## config.mk

```make
export PLATFORM = sky130hd
export DESIGN_NAME = lsu_mem_stage
export DESIGN_NICKNAME = d
export VERILOG_FILES = /design/src/rtl/lsu_mem_stage.sv
export SDC_FILE = /design/constraint.sdc
export NUM_CORES = 1
export LEC_CHECK = 0
export CAP_MARGIN = 40
export CORE_MARGIN = 2
export CORE_UTILIZATION = 41
export CTS_CLUSTER_DIAMETER = 200
export DETAILED_ROUTE_END_ITERATION = 10
export PLACE_DENSITY = 0.86
export SLEW_MARGIN = 25
export SYNTH_ARGS = -nofsm -noshare
export SYNTH_HDL_FRONTEND = slang
export SYNTH_SLANG_ARGS = --single-unit
```

## constraint.sdc

```tcl
create_clock -name clk -period 1.9 [get_ports clk]
set_input_delay 0.19 -clock clk [delete_from_list [all_inputs] [get_ports clk]]
set_output_delay 0.19 -clock clk [all_outputs]
set_load 0.005 [all_outputs]
```

## src/rtl/lsu_mem_stage.sv

```systemverilog
// Memory-stage load/store unit: turns a decoded load/store into one data-bus
// transaction, holds it until data_ok, then returns extended load data.
module lsu_mem_stage (
  input  logic        clk,
  input  logic        reset,
  input  logic        mem_valid,
  input  logic        mem_load,
  input  logic        mem_store,
  input  logic [2:0]  mem_funct3,
  input  logic [63:0] mem_addr,
  input  logic [63:0] mem_wdata,
  input  logic        flush,
  output logic        stall,
  output logic        out_valid,
  output logic [63:0] out_rdata,
  output logic        out_misalign,
  output logic        dreq_valid,
  output logic [63:0] dreq_addr,
  output logic [1:0]  dreq_size,
  output logic [7:0]  dreq_strobe,
  output logic [63:0] dreq_data,
  input  logic        dresp_addr_ok,
  input  logic        dresp_data_ok,
  input  logic [63:0] dresp_data
);

  typedef enum logic [1:0] {IDLE = 2'd0, REQ = 2'd1, DONE = 2'd2} state_t;

  state_t      state_q, state_d;
  logic [63:0] addr_q, addr_d;
  logic [63:0] wdata_q, wdata_d;
  logic [63:0] rdata_q, rdata_d;
  logic [1:0]  size_q, size_d;
  logic [7:0]  strobe_q, strobe_d;
  logic        uns_q, uns_d;
  logic        load_q, load_d;
  logic        drop_q, drop_d;
  logic        misalign_q, misalign_d;

  logic        accept;
  logic        misaligned;
  logic [7:0]  base_strobe;
  logic [2:0]  align_mask;
  logic [63:0] shifted_rdata;
  logic [63:0] ext_rdata;
  logic        unused_addr_ok;

  // Completion is signalled by data_ok alone.
  assign unused_addr_ok = dresp_addr_ok;

  always_comb begin
    base_strobe = 8'h01;
    align_mask  = 3'b000;
    case (mem_funct3[1:0])
      2'd0: begin base_strobe = 8'h01; align_mask = 3'b000; end
      2'd1: begin base_strobe = 8'h03; align_mask = 3'b001; end
      2'd2: begin base_strobe = 8'h0F; align_mask = 3'b011; end
      2'd3: begin base_strobe = 8'hFF; align_mask = 3'b111; end
      default: ;
    endcase
  end

  assign misaligned = |(mem_addr[2:0] & align_mask);
  assign accept     = mem_valid && (mem_load || mem_store) && !flush;

  assign shifted_rdata = dresp_data >> {addr_q[2:0], 3'b000};

  always_comb begin
    ext_rdata = shifted_rdata;
    case (size_q)
      2'd0: ext_rdata = uns_q ? {56'd0, shifted_rdata[7:0]}
                              : {{56{shifted_rdata[7]}}, shifted_rdata[7:0]};
      2'd1: ext_rdata = uns_q ? {48'd0, shifted_rdata[15:0]}
                              : {{48{shifted_rdata[15]}}, shifted_rdata[15:0]};
      2'd2: ext_rdata = uns_q ? {32'd0, shifted_rdata[31:0]}
                              : {{32{shifted_rdata[31]}}, shifted_rdata[31:0]};
      2'd3: ext_rdata = shifted_rdata;
      default: ;
    endcase
  end

  always_comb begin
    state_d    = state_q;
    addr_d     = addr_q;
    wdata_d    = wdata_q;
    rdata_d    = rdata_q;
    size_d     = size_q;
    strobe_d   = strobe_q;
    uns_d      = uns_q;
    load_d     = load_q;
    drop_d     = drop_q;
    misalign_d = misalign_q;
    stall      = 1'b0;
    out_valid  = 1'b0;
    case (state_q)
      IDLE: begin
        if (accept) begin
          stall      = 1'b1;
          addr_d     = mem_addr;
          size_d     = mem_funct3[1:0];
          uns_d      = mem_funct3[2];
          load_d     = mem_load;
          strobe_d   = mem_load ? 8'h00 : (base_strobe << mem_addr[2:0]);
          wdata_d    = mem_wdata << {mem_addr[2:0], 3'b000};
          rdata_d    = 64'd0;
          drop_d     = 1'b0;
          misalign_d = misaligned;
          state_d    = misaligned ? DONE : REQ;
        end
      end
      REQ: begin
        stall = 1'b1;
        if (flush) drop_d = 1'b1;
        if (dresp_data_ok) begin
          rdata_d = load_q ? ext_rdata : 64'd0;
          drop_d  = 1'b0;
          // A flushed access still has to drain its bus response.
          state_d = (drop_q || flush) ? IDLE : DONE;
        end
      end
      DONE: begin
        out_valid = !flush;
        state_d   = IDLE;
      end
      default: state_d = IDLE;
    endcase
  end

  always_ff @(posedge clk) begin
    if (reset) begin
      state_q    <= IDLE;
      addr_q     <= 64'd0;
      wdata_q    <= 64'd0;
      rdata_q    <= 64'd0;
      size_q     <= 2'd0;
      strobe_q   <= 8'd0;
      uns_q      <= 1'b0;
      load_q     <= 1'b0;
      drop_q     <= 1'b0;
      misalign_q <= 1'b0;
    end else begin
      state_q    <= state_d;
      addr_q     <= addr_d;
      wdata_q    <= wdata_d;
      rdata_q    <= rdata_d;
      size_q     <= size_d;
      strobe_q   <= strobe_d;
      uns_q      <= uns_d;
      load_q     <= load_d;
      drop_q     <= drop_d;
      misalign_q <= misalign_d;
    end
  end

  assign dreq_valid   = (state_q == REQ);
  assign dreq_addr    = addr_q;
  assign dreq_size    = size_q;
  assign dreq_strobe  = strobe_q;
  assign dreq_data    = wdata_q;
  assign out_rdata    = rdata_q;
  assign out_misalign = misalign_q;

endmodule

```

==> impl_metrics.json, run 1 <==
{
  "r2r_slack_ns": -0.04,
  "critPathArrivalTime_ns": 2.35,
  "max_stage_delay_ns": 0.54,
  "place_ws_ns": -0.363,
  "synth_cell_types": 59,
  "startpoint_type": "register",
  "outcome": "finished with violations",
  "synth_area_um2": 10800,
  "ctsHoldBuffers": 0,
  "synth_ff_type": "dfxtp_1",
  "synth_top_family_by_area": "compound AO/OA/AOI/OAI gates",
  "crit_chain": "mux2_4, mux4_2, a21oi_4, buf_6, buf_12, o21ai_0",
  "yosysTopAreaCell": "dfxtp_1",
  "num-fill-cells": 2027,
  "path_class": "register to register",
  "nNetsFinal": 1923,
  "min_path_cells": 3,
  "synthTopCellsByCount": "237 x nand2_1, 208 x dfxtp_1, 114 x nor2_1, 100 x a21oi_1, 91 x mux2i_1",
  "slowest_stage": "mux4_2",
  "initial_core_util": 0.416,
  "slew_violations": 0,
  "synth-xor-area-share": 0,
  "grt_pass1_vias": 11986,
  "min_from": "mem_addr[2]",
  "synthesis.nets": 1464,
  "drt_iter0_drc": 987,
  "worstPathRequired_ns": 2.31,
  "cts.sinks": 208,
  "leakage_nw": 6.27,
  "drtPass1Iterations": 5,
  "clk_latency_ns": 0.53,
  "synth-adder-area-share": 0,
  "hold_end": "dreq_data[63]",
  "synthCells": 1261,
  "synth_seq_area_share": 0.387,
  "rsz0062_at_grt": "true",
  "cap_viol_max_count": 0,
  "endpoint_kind": "register",
  "grt_max_degree": 144,
  "wl_um": 45800,
  "dieArea_um2": 27600,
  "track_usage": 0.316,
  "ys_seq_elements": 208,
  "wl_per_cell_um": 22.1,
  "grt_antenna_before_repair": 2,
  "gp_congestion": 0.981,
  "drc": 0,
  "synthTopCellsByArea": "dfxtp_1 39%, mux2i_1 8.5%, nand2_1 8.3%",
  "cts_tree": "done",
  "fp.coreArea_um2": 25900,
  "grt-ovfl-total": 0,
  "viasPerCell": 5.82,
  "synth_edf_count": 0,
  "violations": "negative setup slack",
  "fin_crit_sh": 1.02,
  "avgSynthCellArea_um2": 8.54,
  "power_density_nw_per_um2": 709,
  "cpLargestDelayFamily": "multiplexers",
  "reg2reg_depth": 6,
  "utilization": 0.662,
  "ant_nets": 0,
  "timing.rr.start": "dreq_addr[2]",
  "clockRootBuffer": "clkbuf_16",
  "hold_viol_final": 0,
  "finalWorstSetupSlack_ns": -0.0427,
  "grt_first_pass_wirelength_um": 69000,
  "r2r_end": "out_rdata[16]",
  "post_synth_and_or_nand_nor_area_fraction": 0.181,
  "rows": 59,
  "yosys_warnings": 0,
  "yosysMostFrequentCell": "nand2_1",
  "clockBufferDepth": 3,
  "peakVddDrop_v": 0.000719,
  "cts.clk_slew.worst_paths_ns": 0.06,
  "slew_headroom": 0.532,
  "fin_skew_ns": 0.0119,
  "dp_hpwl_um": 34000,
  "die_y_um": 166,
  "cp_max_fo": 16,
  "synthArstFlopShare": 0,
  "die_x_um": 166,
  "setup_viol": 47,
  "synth_compound_gate_area_share": 0.199,
  "hold_slack_ns": 0.0396,
  "portBuffers": 407,
  "cts_made_buffers": 25,
  "htree_num_levels": 1,
  "num_vias": 12082,
  "drive_above_1_share": 0.174,
  "area_growth_pct": 59.3,
  "cp_num_buf_inv": 2,
  "hp-class": "primary input to register",
  "tightest_slew_ns": 0.700,
  "synth.top_cell.area_share": 0.387,
  "fmax_mhz": 515,
  "yosys-mux-area-fraction": 0.177,
  "ios": 409,
  "period_minus_slack_ns": 1.94
}
-- report_power, final --
group          leakage, nW  switching (mW)  internal [mW]  total [mW]
Sequential            1.69          0.0888           4.49        4.58
Combinational         4.15            1.15           1.29        2.43
Clock                0.431            1.96           3.18        5.14
Total                 6.27            3.20           8.96        12.2
-- final cells by class --
type | instances | area, um^2 | share of cell area
antenna | 2 | 5.00 | 0.000292
clock buffer | 34 | 719 | 0.0419
clock inverter | 11 | 160 | 0.00933
inverter | 12 | 45.0 | 0.00262
multi-input combinational | 925 | 6180 | 0.360
sequential | 208 | 4180 | 0.243
tap | 335 | 419 | 0.0244
timing repair buffer | 548 | 5460 | 0.318
-- worst max-delay path by stage --
stage,from,end,depth (start not counted)
finish,dreq_addr[2],out_rdata[16],6
global route,dreq_addr[2],out_rdata[24],6
CTS,dreq_addr[2],out_rdata[30],6
detailed placement,dresp_data[39],out_rdata[24],6
global placement,dresp_data[39],out_rdata[22],6
floorplan,dreq_addr[2],out_rdata[50],7
-- registers in the layout (all words and copies together) (netlist names) --
register / flops
dreq_addr: 64
dreq_data: 64
out_rdata: 64
dreq_strobe: 8
dreq_size: 2
state_q: 2
drop_q: 1
load_q: 1
out_misalign: 1
uns_q: 1
-- worst min-delay path, stage by stage --
cell	delay, ns
buf_2	0.17
nand2_1	0.08
a311oi_1	0.08
-- per-layer routing --
layer,part of all wire,track usage
met2,0.48,0.544
met1,0.35,0.358
met4,0.065,0.184
met3,0.099,0.0739
met5,0,0
-- repair_timing --
| item | in CTS | in global routing |
|---|---|---|
| setup endpoints to repair | 45 | 58 |
| gates resized for setup | 30 | 39 |
| endpoints found under the hold margin | 0 | 0 |
| gates cloned | 2 | 0 |
| pin swaps | 4 | 5 |
| buffers inserted | 3 | 1 |
-- logic make-up (layout without fill, tap and decap cells) --
| kind of cell | Yosys count | after routing |
|---|---|---|
| AO/OA/AOI/OAI | 325 | 325 |
| AND/OR/NAND/NOR | 458 | 458 |
| buffers and inverters | 128 | 605 |
| other | 0 | 2 |
| flip-flops | 208 | 208 |
| multiplexers | 142 | 142 |
-- layout by cell type, fill, tap and decap left out, drive strengths merged, types with 5 or more instances in the layout --
master,synthesis,routed
mux2i,91,91
buf,57,145
o22ai,21,21
nor2,117,117
nor3,45,45
nand2b,16,16
mux2,14,14
a32oi,7,7
nand2,237,237
dfxtp,208,208
o21ai,74,74
inv,12,12
clkinv,0,5
a21o,10,10
a221oi,15,15
a21oi,101,101
nand3,7,7
nor2b,11,11
clkdlybuf4s50,0,403
a22oi,34,34
clkbuf,59,34
mux4,37,37
a311oi,21,21
a211oi,17,17
-- metrics by stage --
stage | power [mW] | std cells | instance area (um^2) | setup TNS (ns)
2_1_floorplan | 5.70 | 1261 | 10800 | 0
3_3_place_gp | 6.99 | 2022 | 16000 | -14.83
3_5_place_dp | 7.03 | 2023 | 16000 | -19.18
6_report | 12.2 | 2075 | 17200 | -0.688
5_1_grt | 12.6 | 2074 | 17200 | -2.19
4_1_cts | 12.2 | 2072 | 17000 | -0.0326
Note: power is estimated with default switching activity, not from simulation.
==> run 2: changes to the inputs <==
- CTS_CLUSTER_DIAMETER: 200 -> not set
==> results of run 2 <==
Same layout as run 1: the final DEF is identical, and so are final timing and power.
